## config.mk

```make
export PLATFORM = sky130hd
export DESIGN_NAME = mem_access_unit
export DESIGN_NICKNAME = d
export VERILOG_FILES = /design/src/rtl/mem_access_pkg.sv /design/src/rtl/mau_lane_merge.sv /design/src/rtl/mem_access_unit.sv
export SDC_FILE = /design/constraint.sdc
export NUM_CORES = 1
export LEC_CHECK = 0
export ABC_AREA = 1
export CORE_ASPECT_RATIO = 1.1
export CORE_MARGIN = 2
export CORE_UTILIZATION = 38
export CTS_BUF_LIST = sky130_fd_sc_hd__clkbuf_4
export DETAILED_ROUTE_END_ITERATION = 8
export PLACE_DENSITY = 0.69
export SLEW_MARGIN = 0
export SYNTH_ARGS = -nofsm -noshare
export SYNTH_HDL_FRONTEND = slang
export SYNTH_HIERARCHICAL = 1
export SYNTH_SLANG_ARGS = --single-unit
export TNS_END_PERCENT = 100
```

## constraint.sdc

```tcl
create_clock -name clk -period 4.9 [get_ports clk]
set_input_delay 0.49 -clock clk [delete_from_list [all_inputs] [get_ports clk]]
set_output_delay 0.49 -clock clk [all_outputs]
set_load 0.02 [all_outputs]
```

## src/rtl/mem_access_pkg.sv

```systemverilog
// ============================================================================
//  Module      : mem_access_pkg
//  Description : Shared size encodings, FSM state type and width defaults
//                for the data-memory access unit.
//  Revision    : 1.0 - initial release
// ============================================================================
`default_nettype none

package mem_access_pkg;

    localparam int DEF_DATA_W = 32;
    localparam int DEF_ADDR_W = 32;
    localparam int DEF_IDX_W  = 12;

    localparam logic [1:0] SZ_BYTE = 2'b00;
    localparam logic [1:0] SZ_HALF = 2'b01;
    localparam logic [1:0] SZ_WORD = 2'b10;

    typedef enum logic [1:0] {
        ST_IDLE = 2'd0,
        ST_RD   = 2'd1,
        ST_WR   = 2'd2,
        ST_RESP = 2'd3
    } state_e;

endpackage

`default_nettype wire

```

## src/rtl/mau_lane_merge.sv

```systemverilog
// ============================================================================
//  Module      : mau_lane_merge
//  Description : Combinational store-lane merge and load extract/extend for
//                little-endian byte/half/word accesses.
//  Revision    : 1.0 - initial release
// ============================================================================
`default_nettype none

module mau_lane_merge
    import mem_access_pkg::*;
#(
    parameter int DATA_W = DEF_DATA_W
) (
    input  logic [1:0]        size_i,
    input  logic              signed_i,
    input  logic [1:0]        lane_i,
    input  logic [DATA_W-1:0] word_i,
    input  logic [DATA_W-1:0] wdata_i,
    output logic [DATA_W-1:0] merged_o,
    output logic [DATA_W-1:0] load_o
);

    logic [7:0]  w_byte;
    logic [15:0] w_half;

    always_comb begin
        w_byte   = word_i[{lane_i, 3'b000} +: 8];
        w_half   = lane_i[1] ? word_i[31:16] : word_i[15:0];
        merged_o = word_i;
        load_o   = word_i;
        case (size_i)
            SZ_BYTE: begin
                merged_o[{lane_i, 3'b000} +: 8] = wdata_i[7:0];
                load_o = {{(DATA_W-8){signed_i & w_byte[7]}}, w_byte};
            end
            SZ_HALF: begin
                // Half lane is chosen by addr[1] alone; addr[0] never splits a half.
                if (lane_i[1]) begin
                    merged_o[31:16] = wdata_i[15:0];
                end else begin
                    merged_o[15:0]  = wdata_i[15:0];
                end
                load_o = {{(DATA_W-16){signed_i & w_half[15]}}, w_half};
            end
            default: begin
                merged_o = wdata_i;
                load_o   = word_i;
            end
        endcase
    end

endmodule

`default_nettype wire

```

## src/rtl/mem_access_unit.sv

```systemverilog
// ============================================================================
//  Module      : mem_access_unit
//  Description : Load/store sequencer on a word-addressed memory bus; sub-word
//                stores use read-modify-write. Optional misaligned-access trap
//                enabled by defining MISALIGN_TRAP_EN.
//  Revision    : 1.0 - initial release
// ============================================================================
`default_nettype none

module mem_access_unit
    import mem_access_pkg::*;
#(
    parameter int DATA_W = DEF_DATA_W,
    parameter int ADDR_W = DEF_ADDR_W,
    parameter int IDX_W  = DEF_IDX_W
) (
    input  logic              clk,
    input  logic              rst_n,
    input  logic              req_valid,
    output logic              req_ready,
    input  logic              req_write,
    input  logic [1:0]        req_size,
    input  logic              req_signed,
    input  logic [ADDR_W-1:0] req_addr,
    input  logic [DATA_W-1:0] req_wdata,
    output logic              rsp_valid,
    output logic [DATA_W-1:0] rsp_rdata,
    output logic              rsp_err,
    output logic              mem_read,
    output logic              mem_write,
    output logic [31:0]       mem_addr,
    output logic [DATA_W-1:0] mem_wdata,
    input  logic [DATA_W-1:0] mem_rdata
);

    state_e              state_q, state_d;
    logic                write_q, write_d;
    logic [1:0]          size_q, size_d;
    logic                signed_q, signed_d;
    logic [IDX_W+1:0]    addr_q, addr_d;
    logic [DATA_W-1:0]   wdata_q, wdata_d;
    logic [DATA_W-1:0]   mem_wdata_q, mem_wdata_d;
    logic [DATA_W-1:0]   rsp_rdata_q, rsp_rdata_d;
    logic                err_q, err_d;

    logic [1:0]          w_req_size;
    logic                w_misalign;
    logic [DATA_W-1:0]   w_merged;
    logic [DATA_W-1:0]   w_load;
    logic                w_unused_addr_hi;

    // Reserved size 2'b11 is folded into word at the request boundary.
    assign w_req_size = req_size[1] ? SZ_WORD : req_size;

`ifdef MISALIGN_TRAP_EN
    assign w_misalign = ((w_req_size == SZ_HALF) && req_addr[0]) ||
                        ((w_req_size == SZ_WORD) && (req_addr[1:0] != 2'b00));
`else
    assign w_misalign = 1'b0;
`endif

    // Byte addresses above the memory window alias by truncation.
    assign w_unused_addr_hi = ^req_addr[ADDR_W-1:IDX_W+2];

    mau_lane_merge #(
        .DATA_W (DATA_W)
    ) u_lane_merge (
        .size_i   (size_q),
        .signed_i (signed_q),
        .lane_i   (addr_q[1:0]),
        .word_i   (mem_rdata),
        .wdata_i  (wdata_q),
        .merged_o (w_merged),
        .load_o   (w_load)
    );

    always_comb begin
        state_d     = state_q;
        write_d     = write_q;
        size_d      = size_q;
        signed_d    = signed_q;
        addr_d      = addr_q;
        wdata_d     = wdata_q;
        mem_wdata_d = mem_wdata_q;
        rsp_rdata_d = rsp_rdata_q;
        err_d       = err_q;
        case (state_q)
            ST_IDLE: begin
                if (req_valid) begin
                    write_d     = req_write;
                    size_d      = w_req_size;
                    signed_d    = req_signed;
                    addr_d      = req_addr[IDX_W+1:0];
                    wdata_d     = req_wdata;
                    rsp_rdata_d = '0;
                    if (w_misalign) begin
                        err_d   = 1'b1;
                        state_d = ST_RESP;
                    end else if (req_write && (w_req_size == SZ_WORD)) begin
                        mem_wdata_d = req_wdata;
                        state_d     = ST_WR;
                    end else begin
                        state_d = ST_RD;
                    end
                end
            end
            ST_RD: begin
                // mem_rdata is only valid here; it is consumed at the closing edge.
                if (write_q) begin
                    mem_wdata_d = w_merged;
                    state_d     = ST_WR;
                end else begin
                    rsp_rdata_d = w_load;
                    state_d     = ST_RESP;
                end
            end
            ST_WR: begin
                state_d = ST_RESP;
            end
            ST_RESP: begin
                rsp_rdata_d = '0;
                err_d       = 1'b0;
                state_d     = ST_IDLE;
            end
            default: begin
                state_d = ST_IDLE;
            end
        endcase
    end

    always_ff @(posedge clk or negedge rst_n) begin
        if (!rst_n) begin
            state_q     <= ST_IDLE;
            write_q     <= 1'b0;
            size_q      <= SZ_BYTE;
            signed_q    <= 1'b0;
            addr_q      <= '0;
            wdata_q     <= '0;
            mem_wdata_q <= '0;
            rsp_rdata_q <= '0;
            err_q       <= 1'b0;
        end else begin
            state_q     <= state_d;
            write_q     <= write_d;
            size_q      <= size_d;
            signed_q    <= signed_d;
            addr_q      <= addr_d;
            wdata_q     <= wdata_d;
            mem_wdata_q <= mem_wdata_d;
            rsp_rdata_q <= rsp_rdata_d;
            err_q       <= err_d;
        end
    end

    // Bus strobes decode straight from state so an async reset kills them at once.
    assign req_ready = (state_q == ST_IDLE);
    assign mem_read  = (state_q == ST_RD);
    assign mem_write = (state_q == ST_WR);
    assign rsp_valid = (state_q == ST_RESP);
    assign rsp_rdata = rsp_rdata_q;
    assign rsp_err   = err_q;
    assign mem_wdata = mem_wdata_q;
    assign mem_addr  = {{(32-IDX_W){1'b0}}, addr_q[IDX_W+1:2]};

endmodule

`default_nettype wire

```

==> flow_summary.ini, run 1 <==
[placed_design]
port_buffers = 164
pre_cts_slack_ns = 1.828
gp_congestion = 0.9761
hpwl_um = 16220

[floorplanning]
initial_core_util = 0.3884
core_um2 = 19160
die-width_um = 137.4
io_pins = 204
dieArea_um2 = 20720
rows = 53
die_h_um = 150.8

[grt]
grt_overflow = 0
grt_max_degree = 83
globalRouteTotalUtil = 0.2225
grt_antenna_before_repair = 2
grt_pass1_wl_um = 35500
grt_pass1_vias = 6592

[drt]
first_pass_iters = 5
drc = 0
via_count = 7139
viasPerCell = 4.917
wirelength_um = 22230
drtAntennaViolNets = 0
drt_iter0_markers = 490
wl_per_cell_um = 15.31

[power_and_ir_drop]
p_leak_nw = 4.658
p_per_area_nw_per_um2 = 646.9
ir_worst_vdd_v = 0.0002998

[timing]
fin_skew_ns = 0.01203
setup_ws_ns = 1.858
rsz0062_at_grt = no
timing.final.crit_share = 0.6208
setup_viol = 0
worst_pin_slew_ns = 0.9575
fmaxAchievable_mhz = 328.7
maxSlewViolCount = 0
fin_crit_ns = 3.042
tns_ns = 0
maxSlewHeadroom = 0.3617
finalHoldViolCount = 0

[yosys]
syn_avg_cell_area_um2 = 6.911
synth_common_cells = nand2_1, dfrtp_1, inv_1
seq_area_frac_synth = 0.3900
ys_warn_count = 6
async_flop_share = 1.000
synth_area_um2 = 7443
netlist_instances = 1077
yosysMostFrequentCell = nand2_1
synth_top_area_frac = 0.3900
synth.area.top_cells = dfrtp_1, nand2_1, o21ai_0
synth_edf_count = 0
synth_ff_type = dfrtp_1
synth_top_area_cell = dfrtp_1
synth-seq-cells = 116
synth.distinct_cells = 32

[final_layout]
nFillCells = 2004
final_util = 0.4799
syn2layout_area_growth_pct = 23.55
ff_latch_area_um2 = 2903
drive_above_1_share = 0.05653
layout.nets = 1302
multi_input_area_um2 = 3628

[clocking]
root_buffer = clkbuf_4
cts_hold_buffers = 0
cts_resized = 0
path_clk_slew_ns = 0.11
clk_path_buf_depth = 2
numCtsBuffers = 17
cts_tree = built
cts_sinks = 116
h-tree-depth = 4
clkLatencyLatePin_ns = 0.55
cts_setup_buffers = 0

[critical_path]
arrival_ns = 2.55
r2r_start = state_q[1]
path_class = reg2out
cp-end-kind = output pin
crit_path_start = state_q[1]
crit_fanout = 41
required_ns = 4.41
startpoint_type = flip-flop

[outcome]
outcome = complete, no violations

[min_path]
worstHoldPathType = in2async

[flow_run]
maxCapViolations = 0
==> cell type report <==
cell class                 count  share of cell area
timing repair buffer         168              0.1815
inverter                      91             0.03714
antenna                        2           0.0005442
multi-input combinational    796              0.3946
sequential                   116              0.3156
clock inverter                15             0.02313
clock buffer                  17             0.01388
tap                          247             0.03361
==> cells in the final DEF, fill, tap and decap left out, drive strengths merged <==
cell             n
clkinv           7
o21ai           96
inv             91
clkinvlp         3
o22ai           16
nand3           75
buf              5
clkdlybuf4s50  163
bufinv           5
ha               9
nand4            8
nand2          481
a22oi            1
nor2            37
a21oi            4
or2              6
diode            2
nand3b          32
conb            21
dfrtp          116
o211ai           5
clkbuf          17
o21a             5
==> kinds of logic after synthesis <==
| family | Yosys count | share of synthesized area |
|---|---|---|
| and+or+nand+nor | 639 | 0.3653 |
| other | 1 | 0.0005038 |
| AOI/OAI and AO/OA | 127 | 0.09582 |
| DFF | 116 | 0.3900 |
| adders and majority gates | 9 | 0.01513 |
| buffers and inverters | 185 | 0.1333 |
==> power by group <==
group / internal (mW) / switching (mW)
Combinational: 1.23 / 2.16
Sequential: 1.39 / 0.328
Clock: 0.450 / 0.388
==> critical path: stages, from the launching register on <==
cell	delay, ns
dfrtp_1	0.41
inv_1	0.10
ha_2	0.73
clkdlybuf4s50_1	0.75
==> state kept, by name (all words and copies together) (netlist names) <==
register,flops
write_q,1
wdata_q,32
state_q,2
addr_q,14
size_q,2
rsp_rdata,32
signed_q,1
mem_wdata,32
==> per-stage QoR <==
stage / area, µm² / total power [mW] / hold WS (ns) / std cells
detailed placement: 8851 / 5.115 / 0.4583 / 1418
global route: 9196 / 6.488 / 0.1001 / 1452
global placement: 8851 / 5.094 / 0.4525 / 1418
floorplan: 7518 / 4.148 / 0.1944 / 1097
finish: 9196 / 5.949 / 0.07621 / 1452
CTS: 9191 / 5.981 / 0.07952 / 1450
==> final timing paths <==
| path | to | slack, ns | depth (start not counted) |
|---|---|---|---|
| min in group clk | addr_q[5] | 0.46 | 3 |
| hold / removal | addr_q[3] | 0.08 | 1 |
| setup reg to reg | mem_wdata[28] | 1.88 | 7 |
| max in group asynchronous | mem_wdata[28] | 3.71 | 2 |
| setup / recovery | mem_read | 1.86 | 3 |
| hold reg to reg | rsp_rdata[8] | 0.48 | 2 |
==> routing by layer <==
| layer | up-vias | global-route usage | part of all wire |
|---|---|---|---|
| li1 | 3563 | - | - |
| met1 | 3304 | 0.3176 | 0.46 |
| met2 | 250 | 0.3356 | 0.45 |
| met3 | 22 | 0.04920 | 0.070 |
| met4 | 0 | 0.06959 | 0.015 |
| met5 | - | 0 | 0 |
Note: power is estimated with default switching activity, not from simulation.
==> inputs of run 2 (changes only) <==
- clock period: 4.9 -> 2.8 ns (I/O delays scaled with it)
==> run 2 against run 1 <==
Core utilization barely moved; sequential cell count did not move; global-route usage rose by 0.22 points; critical path type unchanged; largest power group unchanged; highest routed layer unchanged.
==> flow_summary.ini, run 2 (synthesis gave the netlist of run 1 again) <==
[critical_path]
crit_fanout = 6
path_class = reg2out
worst-r2r-cell-count = 11
worst-path-buf-inv = 2
arrival_ns = 1.97
required_ns = 2.52
startpoint_type = flip-flop
critical_path_depth = 3
cp_cell_sequence = inv_1, ha_2, clkdlybuf4s50_1
cp_slowest_stage_delay_ns = 0.64
path_delay_family = buffers and inverters
cp-end-kind = output pin
crit_path_top_delay_cell = clkdlybuf4s50_1

[floorplanning]
rows = 53
io_pins = 204
die-width_um = 137.4
core_um2 = 19160
die_h_um = 150.8
dieArea_um2 = 20720
initial_core_util = 0.3884

[placed_design]
hpwl_um = 16810
post_dp_cell_area_um2 = 8961
port_buffers = 164
gp_congestion = 0.9681
place_inst = 1431

[drt]
wirelength_um = 22580
wl_per_cell_um = 15.46
first_pass_iters = 6
viasPerCell = 4.892
drt_iter0_markers = 425
via_count = 7147
drc = 0
drtAntennaViolNets = 0

[final_layout]
stdcell_area_um2 = 9198
drive_above_1_share = 0.05936
final_util = 0.4799
layout_commonest_cell = nand2_1
layout.nets = 1316
fin_cells = 1461
syn2layout_area_growth_pct = 23.57
mostFrequentLayoutCells = nand2_1, clkdlybuf4s50_1, dfrtp_1, inv_1, o21ai_0

[timing]
fin_hold_ws_ns = 0.1667
fin_skew_ns = 0.02789
worst_pin_slew_ns = 0.6192
maxSlewViolCount = 0
timing.final.crit_share = 0.8026
fin_crit_ns = 2.247
setup_viol = 0
fmaxAchievable_mhz = 445.0
tns_ns = 0
maxSlewHeadroom = 0.5867
finalHoldViolCount = 0
rsz0062_at_grt = no

[grt]
grt_pass1_vias = 6898
grt-busiest-layer = met2
globalRouteTotalUtil = 0.2247
grt_overflow = 0
grt_pass1_wl_um = 36080
grt_antenna_before_repair = 1
grt_max_degree = 69
grt_use_met2 = 0.3428
use_met3 = 0.04585
grtUsageMet1 = 0.3167

[min_path]
worstHoldPathType = in2async

[outcome]
outcome = complete, no violations

[power_and_ir_drop]
ir_worst_vdd_v = 0.0005104
p_leak_nw = 4.684
p_per_area_nw_per_um2 = 1107

[clocking]
cts_sinks = 116
h-tree-depth = 4
clk_path_buf_depth = 2
root_buffer = clkbuf_4
cts_tree = built
cts_resized = 0
path_clk_slew_ns = 0.11
numCtsBuffers = 17
clkLatencyLatePin_ns = 0.54

[flow_run]
maxCapViolations = 0
run 2: cell types whose count changed in the layout (fill, tap and decap cells not counted), sizes merged:
| cell | before | now |
|---|---|---|
| dlygate4sd3 | 0 | 1 |
| bufinv | 5 | 2 |
| buf | 5 | 18 |
| diode | 2 | 1 |
| clkinv | 7 | 9 |
| clkinvlp | 3 | 0 |
run 2: cell type report:
class	count	area, µm²
antenna	1	2.502
clock buffer	17	127.6
clock inverter	11	96.34
fill	1993	9967
inverter	91	341.6
multi-input combinational	796	3628
sequential	116	2903
tap	247	309.0
timing repair buffer	182	1789
run 2: worst register-to-register path, delay by kind of cell (launching register included):
family          cells  cell delay (ns)
simple gates        6             0.66
buf+inv             2             0.30
compound gates      2             0.34
flops               1             0.44
fa+ha+maj           1             0.30
run 2: metal layers:
layer  share of wire  vias up
met5               0        -
met4           0.026        0
met3           0.068       40
met2            0.44      259
met1            0.47     3261
li1                -     3587
run 2: worst paths after layout:
path | from | slack [ns] | end
setup / recovery | state_q[1] | 0.55 | mem_read
hold / removal | rst_n | 0.17 | addr_q[13]
setup reg to reg | addr_q[1] | 0.68 | mem_wdata[31]
hold reg to reg | rsp_rdata[25] | 0.48 | rsp_rdata[25]
max in group asynchronous | rst_n | 1.86 | rsp_rdata[31]
min in group clk | req_addr[6] | 0.27 | addr_q[6]
run 2: report_power, final:
| part | internal, mW | switching [mW] |
|---|---|---|
| Sequential | 2.44 | 0.528 |
| Clock | 0.486 | 0.618 |
| Combinational | 2.25 | 3.86 |
run 2: repair_timing:
item	4_1_cts	5_1_grt
hold buffers	1	0
buffers inserted	0	0
hold endpoints to repair	81	0
run 2: stage by stage:
step / power [mW] / worst slack, ns
global route: 11.11 / 0.4110
finish: 10.18 / 0.5527
CTS: 10.25 / 0.4676
floorplan: 7.259 / 0.6135
global placement: 9.026 / 0.7454
detailed placement: 9.090 / 0.7257
==> inputs of run 3 (changes only) <==
- PLACE_DENSITY: 0.69 -> 0.71
- clock period: 2.8 -> 1.9 ns (I/O delays scaled with it)
==> run 3 against run 2 <==
Clock-buffer cell count stayed put; first-iteration DRC count grew 11%; critical path depth did not move; global-route usage up 0.67 points; sequential share of layout area down 1.6 points; die area did not move; non-clock buffer count rose by 28; sequential cell count unchanged; worst hold slack worse by 0.0076 ns; worst setup slack lost 0.46 ns; critical path type unchanged; critical endpoint is now req_ready; highest routed layer unchanged.
==> flow_summary.ini, run 3 (synthesis gave the netlist of run 1 again) <==
[critical_path]
cp_cell_sequence = inv_1, ha_4, clkdlybuf4s15_2
startpoint_type = flip-flop
r2r_start = addr_q[0]
path_class = reg2out
cp-end-kind = output pin
crit_path_top_delay_cell = dfrtp_2
reg2reg_slack_ns = 0.10
arrival_ns = 1.62
worst-r2r-cell-count = 10
cp_slowest_stage_delay_ns = 0.47
required_ns = 1.71
crit_fanout = 5
r2r_end = mem_wdata[10]

[timing]
fin_crit_ns = 1.809
timing.final.crit_share = 0.9523
rsz0062_at_grt = yes
tns_ns = 0
finalHoldViolCount = 0
setup_viol = 0
maxSlewViolCount = 0
fmaxAchievable_mhz = 552.7
fin_skew_ns = 0.01794

[floorplanning]
io_pins = 204
die-width_um = 137.4
die_h_um = 150.8
dieArea_um2 = 20720
rows = 53
core_um2 = 19160
initial_core_util = 0.3884

[clocking]
clkLatencyLatePin_ns = 0.56
cts_tree = built
path_clk_slew_ns = 0.12
root_buffer = clkbuf_4
cts_sinks = 116
numCtsBuffers = 17
clk_path_buf_depth = 2
cts_setup_buffers = 0
h-tree-depth = 4

[final_layout]
nFillCells = 1937
final_util = 0.5058
layout.nets = 1344
syn2layout_area_growth_pct = 30.22
layout_commonest_cell = nand2_1
drive_above_1_share = 0.1036
mostFrequentLayoutCells = nand2_1, clkdlybuf4s50_1, dfrtp_1, o21ai_0, inv_1

[flow_run]
maxCapViolations = 0

[grt]
grt_max_degree = 97
grt_pass1_vias = 6861
grt_overflow = 0
grt_antenna_before_repair = 1
globalRouteTotalUtil = 0.2314
grt_pass1_wl_um = 36560

[drt]
drc = 0
wirelength_um = 23260
wl_per_cell_um = 15.58
drt_iter0_markers = 470
drtAntennaViolNets = 0
first_pass_iters = 5
viasPerCell = 4.873
via_count = 7275

[min_path]
hold-path-cell-count = 3
hp-start = req_addr[11]
hold_end = addr_q[11]
worstHoldPathType = in2reg

[power_and_ir_drop]
finalPower_mw = 16.07
ir_worst_vdd_v = 0.001383
p_leak_nw = 4.883
p_per_area_nw_per_um2 = 1658

[outcome]
outcome = complete, no violations

[placed_design]
hpwl_um = 17470
port_buffers = 164
gp_congestion = 0.9633
run 3: cell count changes in the layout (fill, tap and decap cells not counted), moves of 5 or more:
cell      change
inv_1         -5
clkinv_1      -5
nand3_1       -5
buf_12        +7
buf_4        +19
run 3: power breakdown:
group / leakage, nW / total, mW / internal [mW] / switching (mW)
clock network: 0.148 / 1.93 / 0.893 / 1.03
logic: 3.25 / 9.77 / 3.79 / 5.98
registers: 1.49 / 4.37 / 3.60 / 0.771
total: 4.88 / 16.1 / 8.29 / 7.78
run 3: cell type report:
cell class | instances | area, µm² | area share
clock inverters | 15 | 165.2 | 0.01704
well taps | 247 | 309.0 | 0.03188
diodes | 1 | 2.502 | 0.0002582
multi-input cells | 796 | 3750 | 0.3869
clock buffers | 17 | 127.6 | 0.01317
repair buffers | 210 | 2091 | 0.2157
inverters | 91 | 344.1 | 0.03550
flip-flops and latches | 116 | 2904 | 0.2996
run 3: worst max path at each step:
stage / cells after the start / from / to
detailed placement: 11 / addr_q[0] / mem_wdata[23]
floorplan: 14 / addr_q[1] / mem_wdata[4]
finish: 3 / state_q[0] / req_ready
CTS: 3 / state_q[0] / mem_write
global placement: 11 / addr_q[0] / mem_wdata[13]
global route: 12 / addr_q[1] / mem_wdata[23]
run 3: critical path: cells and delay by family, from the launching register on:
family,cells,cell delay [ns]
fa+ha+maj,1,0.19
buf+inv,2,0.40
flops,1,0.47
run 3: repair_timing:
| action | in CTS | in global routing |
|---|---|---|
| endpoints found under the setup margin | 4 | 56 |
| pin swaps | 0 | 1 |
| hold endpoints to repair | 116 | 0 |
| gates cloned | 0 | 0 |
| hold buffers | 1 | 0 |
| gates resized for setup | 10 | 27 |
run 3: per-stage QoR:
step                      hold slack (ns)  instance area [µm²]  worst slack, ns  instances
after floorplan                   -0.1056                 7569          0.01600       1097
after global placement             0.2066                 9281          0.08587       1459
after detailed placement           0.2084                 9281          0.06201       1459
after CTS                          0.1222                 9597        -0.007919       1492
after global routing               0.1317                 9693       -0.0002363       1493
final                              0.1591                 9693          0.09069       1493
run 3: layer usage:
metal / part of all wire / GRT usage / vias to the layer above
li1: - / - / 3656
met1: 0.46 / 0.3257 / 3336
met2: 0.44 / 0.3535 / 250
met3: 0.067 / 0.04618 / 33
met4: 0.026 / 0.08247 / 0
met5: 0 / 0 / -
